## config.mk

```make
export PLATFORM = sky130hd
export DESIGN_NAME = mult_8x8_ctrl_flat
export DESIGN_NICKNAME = d
export VERILOG_FILES = /design/src/rtl/mult_8x8_ctrl_if.sv /design/src/rtl/mult_8x8_ctrl.sv /design/src/flat_wrapper.sv
export SDC_FILE = /design/constraint.sdc
export NUM_CORES = 1
export LEC_CHECK = 0
export ABC_AREA = 1
export BUFFER_PORTS_ARGS = -buffer_cell sky130_fd_sc_hd__buf_2
export CAP_MARGIN = 20
export CORE_AREA = 2 2 39 41
export DETAILED_ROUTE_END_ITERATION = 16
export DIE_AREA = 0 0 41 43
export GPL_TIMING_DRIVEN = 0
export SYNTH_ARGS = -nofsm -noshare
export SYNTH_HDL_FRONTEND = slang
export SYNTH_SLANG_ARGS = --single-unit
```

## constraint.sdc

```tcl
create_clock -name clk -period 2.6 [get_ports clk]
set_clock_uncertainty 0.1 [all_clocks]
set_input_delay 0.52 -clock clk [delete_from_list [all_inputs] [get_ports clk]]
set_output_delay 0.52 -clock clk [all_outputs]
set_load 0.005 [all_outputs]
```

## src/rtl/mult_8x8_ctrl_if.sv

```systemverilog
// Control bundle between the sequential 8x8 multiplier controller and the
// parties around it (request source, shared 4x4 datapath, seven-segment
// decoder).
//   start      request to begin a multiply (level sampled)
//   a_sel      operand A nibble select (0 = A[3:0], 1 = A[7:4])
//   b_sel      operand B nibble select (0 = B[3:0], 1 = B[7:4])
//   shift_sel  partial product shift (0 = <<0, 1 = <<4, 2 = <<8)
//   acc_load   accumulator overwrite with shifted product
//   acc_en     accumulator add of shifted product
//   busy       controller is stepping through the partial products
//   done       accumulator holds the final product
//   state_out  state code for the seven-segment decoder
// Modports: master = request/datapath side, slave = controller.
interface mult_8x8_ctrl_if;
  logic       start;
  logic       a_sel;
  logic       b_sel;
  logic [1:0] shift_sel;
  logic       acc_load;
  logic       acc_en;
  logic       busy;
  logic       done;
  logic [2:0] state_out;

  modport master (
    output start,
    input  a_sel, b_sel, shift_sel, acc_load, acc_en, busy, done, state_out
  );

  modport slave (
    input  start,
    output a_sel, b_sel, shift_sel, acc_load, acc_en, busy, done, state_out
  );
endinterface

```

## src/rtl/mult_8x8_ctrl.sv

```systemverilog
// Control FSM for the sequential 8x8 multiplier. Steps the shared 4x4
// multiplier through the four nibble partial products (one per cycle),
// steering the nibble selects, product shift and accumulator load/add, then
// flags completion. Outputs are Moore, decoded from state and cnt only.
// Ports:
//   clk    system clock, rising edge
//   reset  synchronous active-high reset
//   bus    mult_8x8_ctrl_if.slave control bundle (start in, controls out)
// Parameter:
//   HOLD_DONE  1: DONE/done held until the next start; 0: done is a pulse
// Optional feature (macro MULT_CTRL_ERR_EN): a new start seen during
// cnt1..cnt3 of CALC aborts to an error state shown as "E" (code 3'b111).
module mult_8x8_ctrl #(
  parameter bit HOLD_DONE = 1'b1
) (
  input  logic           clk,
  input  logic           reset,
  mult_8x8_ctrl_if.slave bus
);

`ifdef MULT_CTRL_ERR_EN
  typedef enum logic [1:0] {
    IDLE = 2'b00,
    CALC = 2'b01,
    DONE = 2'b10,
    ERR  = 2'b11
  } state_t;
`else
  typedef enum logic [1:0] {
    IDLE = 2'b00,
    CALC = 2'b01,
    DONE = 2'b10
  } state_t;
`endif

  state_t     state, state_nxt;
  logic [1:0] cnt, cnt_nxt;

  always_ff @(posedge clk) begin
    if (reset) begin
      state <= IDLE;
      cnt   <= '0;
    end else begin
      state <= state_nxt;
      cnt   <= cnt_nxt;
    end
  end

  always_comb begin
    state_nxt = state;
    cnt_nxt   = cnt;
    case (state)
      IDLE: begin
        if (bus.start) begin
          state_nxt = CALC;
          cnt_nxt   = '0;
        end
      end
      CALC: begin
`ifdef MULT_CTRL_ERR_EN
        // At cnt0 start is still the original request being held; only a
        // later start is treated as a conflicting new request.
        if (bus.start && (cnt != 2'd0)) begin
          state_nxt = ERR;
          cnt_nxt   = '0;
        end else
`endif
        if (cnt == 2'd3) begin
          state_nxt = DONE;
          cnt_nxt   = '0;
        end else begin
          cnt_nxt = cnt + 2'd1;
        end
      end
      DONE: begin
        if (bus.start) begin
          state_nxt = CALC;
          cnt_nxt   = '0;
        end else if (!HOLD_DONE) begin
          state_nxt = IDLE;
        end
      end
`ifdef MULT_CTRL_ERR_EN
      ERR: begin
        if (!bus.start) begin
          state_nxt = IDLE;
        end
      end
`endif
      default: begin
        state_nxt = IDLE;
        cnt_nxt   = '0;
      end
    endcase
  end

  always_comb begin
    bus.a_sel     = 1'b0;
    bus.b_sel     = 1'b0;
    bus.shift_sel = 2'd0;
    bus.acc_load  = 1'b0;
    bus.acc_en    = 1'b0;
    bus.busy      = 1'b0;
    bus.done      = 1'b0;
    bus.state_out = 3'b000;
    case (state)
      CALC: begin
        bus.busy      = 1'b1;
        bus.state_out = 3'b001;
        case (cnt)
          2'd0: begin
            bus.acc_load = 1'b1;
          end
          2'd1: begin
            bus.b_sel     = 1'b1;
            bus.shift_sel = 2'd1;
            bus.acc_en    = 1'b1;
          end
          2'd2: begin
            bus.a_sel     = 1'b1;
            bus.shift_sel = 2'd1;
            bus.acc_en    = 1'b1;
          end
          default: begin
            bus.a_sel     = 1'b1;
            bus.b_sel     = 1'b1;
            bus.shift_sel = 2'd2;
            bus.acc_en    = 1'b1;
          end
        endcase
      end
      DONE: begin
        bus.done      = 1'b1;
        bus.state_out = 3'b010;
      end
`ifdef MULT_CTRL_ERR_EN
      ERR: begin
        bus.state_out = 3'b111;
      end
`endif
      default: begin
      end
    endcase
  end

endmodule

```

## src/flat_wrapper.sv

```systemverilog
// flat-port wrapper written by rule: the top's interface ports become plain ports
module mult_8x8_ctrl_flat 
#(
  parameter bit HOLD_DONE = 1'b1
)
  (clk, reset, bus_start, bus_a_sel, bus_b_sel, bus_shift_sel, bus_acc_load, bus_acc_en, bus_busy, bus_done, bus_state_out);
  mult_8x8_ctrl_if bus_i ();
  input  logic clk;
  input  logic reset;
  input wire logic [$bits(bus_i.start)-1:0] bus_start;
  output wire logic [$bits(bus_i.a_sel)-1:0] bus_a_sel;
  output wire logic [$bits(bus_i.b_sel)-1:0] bus_b_sel;
  output wire logic [$bits(bus_i.shift_sel)-1:0] bus_shift_sel;
  output wire logic [$bits(bus_i.acc_load)-1:0] bus_acc_load;
  output wire logic [$bits(bus_i.acc_en)-1:0] bus_acc_en;
  output wire logic [$bits(bus_i.busy)-1:0] bus_busy;
  output wire logic [$bits(bus_i.done)-1:0] bus_done;
  output wire logic [$bits(bus_i.state_out)-1:0] bus_state_out;
  assign bus_i.start = bus_start;
  assign bus_a_sel = bus_i.a_sel;
  assign bus_b_sel = bus_i.b_sel;
  assign bus_shift_sel = bus_i.shift_sel;
  assign bus_acc_load = bus_i.acc_load;
  assign bus_acc_en = bus_i.acc_en;
  assign bus_busy = bus_i.busy;
  assign bus_done = bus_i.done;
  assign bus_state_out = bus_i.state_out;
  mult_8x8_ctrl #(.HOLD_DONE(HOLD_DONE)) u_core (.clk(clk), .reset(reset), .bus(bus_i));
endmodule
```

==> results_dict.tcl, run 1 <==
set metrics [dict create \
    clk_latency_ns 0.23 \
    dr.first_iter.drc_count 0 \
    die_w_um 41 \
    drc 0 \
    cts_root_buffer "clkbuf_4" \
    grt_pass1_wl_um 855 \
    nNetsFinal 68 \
    vias 283 \
    finalHoldViolCount 0 \
    power.density_mw_per_mm2 431.4 \
    dieArea_mm2 0.001763 \
    fin_area_um2 411.6 \
    whs_ns 0.3986 \
    ant_nets 0 \
    status "finished clean" \
    p_int_w 0.0001313 \
    cts_tree "built" \
    slew_viol_final 0 \
    met2_wirelength_um 203 \
    avgSynthCellArea_um2 7.187 \
    met1_length_um 248 \
    grt_use_total_pct 7.229 \
    synth.cell_area_um2 309.0 \
    syn_inst 43 \
    synth_ff_type "dfxtp_1" \
    power.leakage_nw 0.2286 \
    grt_max_degree 7 \
    wl_met3_um 67 \
    ctsHoldBuffers 0 \
    rrSetupSlack_ns 1.40 \
    peakVddDrop_mv 0.1681 \
    yosysUniqueCellTypes 12 \
    wl_per_cell_um 7.014 \
    clk_pin_slew_ns 0.04 \
    fmaxAchievable_ghz 0.5228 \
    initial_core_util_pct 22.33 \
    worstPathArrival_ns 1.29 \
    switching_share_pct 26.06 \
    firstDrtPassIters 1 \
    rsz0062_at_grt "false" \
    required_ns 1.98 \
    dieHeight_um 43 \
    numCtsBuffers 3 \
    dp_slack_ns 0.9155 \
    synth_edf_count 0 \
    synthTopCellsByCount "inv_1, nand2_1, nor2_1" \
    setup_violations 0 \
    finalNonFillerCells 74 \
    rows 14 \
    vias_per_cell 3.824 \
    first_global_vias 237 \
    endpoint_kind "output pin" \
    grt-ovfl-total 0 \
    critPathLaunchType "flip-flop" \
    drt-total-wl_um 519 \
    diodes 0 \
    ios 14 \
    gp_congestion 0.6928 \
    drive_above_1_share_pct 39.66 \
    drv_cap 0 \
    post-route-period-util_pct 73.57 \
    synth-seq-cells 4 \
    combPwrFrac_pct 18.6 \
    ys_seq_area_share_pct 25.91 \
    clockBufferDepth 2 \
    tns_ns 0 \
    nFillCells 158 \
    ys_async_sr_fraction_pct 0 \
    syn-num-nets 51 \
    ctsHtreeMaxLevel 1 \
    cts.sinks 4 \
    p_switching_w 0.00004629 \
    yosysWarnings 0 \
    criticalPathCategory "flip-flop to output pin" \
    post-synth-top-count-cell "inv_1" \
    min_period_ns 1.913 \
    finalWorstSetupSlack_ns 0.6872 \
    postCtsSetupRepairBufs 0 \
    p_seq_share_pct 38.7 \
    area_growth_pct 33.20 \
    dr.max_layer_used "met3" \
    hp-class "input pin to flip-flop" \
    cts_resized 0 \
    port_buffers 12 \
    postPlaceCellArea_um2 389.1 \
    synth_top_area_share_pct 25.91 \
    path_max_fanout 6 \
    pwr-share-clk_pct 42.7 \
    netlist_top_cells_area "dfxtp_1, ha_1, inv_1" \
    grt_antenna_before_repair 0 \
    core_area_mm2 0.001384 \
    synth_largest_area_cell "dfxtp_1" \
    place_hpwl_um 445 \
    dp.cells 71 \
]
metrics by stage:
stage	total power (W)	utilization, %
2_1_floorplan	0.00009173	-
3_3_place_gp	0.0001027	28.12
3_5_place_dp	0.0001034	28.12
4_1_cts	0.0001837	29.75
5_1_grt	0.0001906	29.75
6_report	0.0001776	29.75
cell usage in the layout (no fill, tap or decap):
| master | netlist | final |
|---|---|---|
| a21oi_1 | 4 | 4 |
| buf_2 | 0 | 12 |
| buf_4 | 3 | 3 |
| clkbuf_4 | 0 | 3 |
| conb_1 | 1 | 1 |
| dfxtp_1 | 4 | 4 |
| ha_1 | 5 | 5 |
| inv_1 | 7 | 7 |
| inv_2 | 2 | 2 |
| nand2_1 | 6 | 6 |
| nand3_1 | 2 | 2 |
| nor2_1 | 6 | 6 |
| nor2_4 | 1 | 1 |
| nor3_2 | 2 | 2 |
state kept, by name (all words and copies together), names as in the netlist:
name / cells
u_core.state: 2
u_core.cnt: 2
worst max-delay path, cell delays in order, from the launching register on:
cell and delay, ns:
dfxtp_1 0.41, inv_1 0.09, ha_1 0.29, nand3_1 0.11
inv_1 0.05, buf_2 0.12
final cells by class:
class	count	area, um2	share of cell area, %
timing repair buffer	12	60.06	14.59
multi-input combinational	27	172.7	41.95
clock buffer	3	22.52	5.471
sequential	4	80.08	19.45
tap	16	20.02	4.863
buffer	3	22.52	5.471
inverter	9	33.78	8.207
final timing paths:
path | startpoint | endpoint | cells past startpoint
min | reset | u_core.cnt[0] | 2
max reg2reg | u_core.cnt[0] | u_core.cnt[1] | 4
max | u_core.cnt[0] | bus_shift_sel[0] | 5
min reg2reg | u_core.state[1] | u_core.state[1] | 2
power groups by stage:
stage | clock [W] | combinational [W] | sequential, W
after floorplan | 0 | 0.0000227 | 0.0000690
after global placement | 0 | 0.0000330 | 0.0000697
after detailed placement | 0 | 0.0000336 | 0.0000698
after CTS | 0.0000812 | 0.0000337 | 0.0000688
after global routing | 0.0000824 | 0.0000388 | 0.0000694
final | 0.0000758 | 0.0000330 | 0.0000687
layer usage:
metal	vias up	GRT usage (%)
li1	159	-
met1	111	8.039
met2	13	10.94
met3	0	1.571
met4	0	6.000
met5	-	0
kinds of logic after synthesis:
family | count (synthesis) | share of synthesized area [%]
other | 1 | 1.213
buffers and inverters | 12 | 18.22
DFF | 4 | 25.91
AOI/OAI and AO/OA | 4 | 6.478
and+or+nand+nor | 17 | 27.93
adders and majority gates | 5 | 20.24
No activity file was read; power rests on OpenSTA's default activity.
==> run 2, diff against run 1 <==
==> constraint.sdc (replaced) <==
create_clock -name clk -period 1.85 [get_ports clk]
set_clock_uncertainty 0.1 [all_clocks]
set_input_delay 0.37 -clock clk [delete_from_list [all_inputs] [get_ports clk]]
set_output_delay 0.37 -clock clk [all_outputs]
set_load 0.005 [all_outputs]
==> run 2 against run 1 <==
Clock power increased by 41%. Worst hold slack got worse by 0.16 ns. Total power increased by 41%. Worst setup slack got worse by 0.55 ns. Largest power group unchanged. Highest routed layer unchanged.
==> results_dict.tcl, run 2 (same netlist as run 1, synthesis figures left out) <==
set metrics [dict create \
    area_growth_pct 33.60 \
    grt_antenna_before_repair 0 \
    rows 14 \
    post-route-period-util_pct 92.59 \
    slew_viol_final 0 \
    grt_use_met2_pct 10.94 \
    clockBufferDepth 2 \
    cts_root_buffer "clkbuf_4" \
    drv_cap 0 \
    top_usage_layer "met2" \
    endpoint_kind "output pin" \
    gp_congestion 0.6928 \
    criticalPathCategory "flip-flop to output pin" \
    drive_above_1_share_pct 41.38 \
    grt_use_total_pct 7.229 \
    wl_per_cell_um 7.014 \
    grt-ovfl-total 0 \
    critical_path.cell_chain "inv_1 > ha_1 > nand3_1 > inv_1 > buf_2" \
    worst_path_max_delay_cell "dfxtp_1" \
    place_hpwl_um 445 \
    diodes 0 \
    dp_slack_ns 0.3155 \
    worstPathArrival_ns 1.24 \
    clk_latency_ns 0.23 \
    use_met1_pct 8.039 \
    status "finished clean" \
    finalHoldViolCount 0 \
    drc 0 \
    port_buffers 12 \
    power.density_mw_per_mm2 605.4 \
    rsz0062_at_grt "false" \
    grt_max_degree 7 \
    first_global_vias 237 \
    crit_top_cell "inv_1" \
    min_period_ns 1.713 \
    mostFrequentLayoutCell "buf_2" \
    path_max_fanout 5 \
    dieArea_mm2 0.001763 \
    fmaxAchievable_ghz 0.5838 \
    finalWorstSetupSlack_ns 0.1371 \
    final_cell_mix "buf_2, inv_1, nor2_1, nand2_1, ha_1" \
    dr.first_iter.drc_count 0 \
    ant_nets 0 \
    postCtsSetupRepairBufs 0 \
    hp-class "input pin to flip-flop" \
    dieHeight_um 43 \
    grt_pass1_wl_um 855 \
    setup_violations 0 \
    vias_per_cell 3.824 \
    required_ns 1.38 \
    drt-total-wl_um 519 \
    power.leakage_nw 0.2290 \
    ios 14 \
    core_area_mm2 0.001384 \
    reg_top3 "u_core.cnt x2, u_core.state x2" \
    cts_tree "built" \
    clk_pin_slew_ns 0.04 \
    grtUsageMet3_pct 1.571 \
    firstDrtPassIters 1 \
    whs_ns 0.2412 \
    critPathLaunchType "flip-flop" \
    nNetsFinal 68 \
    max_stage_delay_ns 0.39 \
    vias 283 \
    die_w_um 41 \
    peakVddDrop_mv 0.2363 \
    numCtsBuffers 3 \
    initial_core_util_pct 22.33 \
    tns_ns 0 \
    ctsHtreeMaxLevel 1 \
    cts.sinks 4 \
]
-- run 2: cell counts in the layout (fill, tap and decap cells not counted) --
No cell type changed its count.
-- run 2: path summary, 6_finish.rpt --
path	startpoint	to	slack, ns	cells after the start
setup / recovery	u_core.cnt[1]	bus_shift_sel[0]	0.14	5
hold / removal	reset	u_core.cnt[0]	0.24	2
setup reg to reg	u_core.cnt[1]	u_core.cnt[1]	0.69	4
hold reg to reg	u_core.cnt[0]	u_core.cnt[0]	0.40	2
-- run 2: metrics by stage --
| stage | std cells | power (W) | instance area, um2 | utilization [%] |
|---|---|---|---|---|
| after floorplan | 43 | 0.0001289 | 309.0 | - |
| after global placement | 71 | 0.0001444 | 389.1 | 28.12 |
| after detailed placement | 71 | 0.0001453 | 389.1 | 28.12 |
| after CTS | 74 | 0.0002581 | 411.6 | 29.75 |
| after global routing | 74 | 0.0002683 | 412.9 | 29.84 |
| final | 74 | 0.0002500 | 412.9 | 29.84 |
-- run 2: area by class of cell --
type,instances,area (um2)
sequential,4,81.33
timing repair buffer,12,60.06
multi-input combinational,27,172.7
buffer,3,22.52
fill,157,970.9
tap,16,20.02
clock buffer,3,22.52
inverter,9,33.78
-- run 2: metal layers --
metal | vias to the layer above | wire length (um)
met5 | - | 0
li1 | 159 | -
met1 | 111 | 248
met4 | 0 | 0
met3 | 0 | 67
met2 | 13 | 203
-- run 2: what timing repair did --
action | 4_1_cts | 5_1_grt
hold buffers | 0 | 0
gates resized for setup | 0 | 1
setup endpoints to repair | 0 | 3
-- run 2: report_power, final --
part | internal (W) | switching, W
sequential | 0.0000913 | 0.00000568
combinational | 0.0000212 | 0.0000253
clock | 0.0000725 | 0.0000341
total | 0.000185 | 0.0000651
-- run 2: critical path: cells and delay by family, from the launching register on --
kind,cells,cell delay (ns)
simple gates,1,0.10
flops,1,0.39
buf+inv,3,0.25
fa+ha+maj,1,0.27
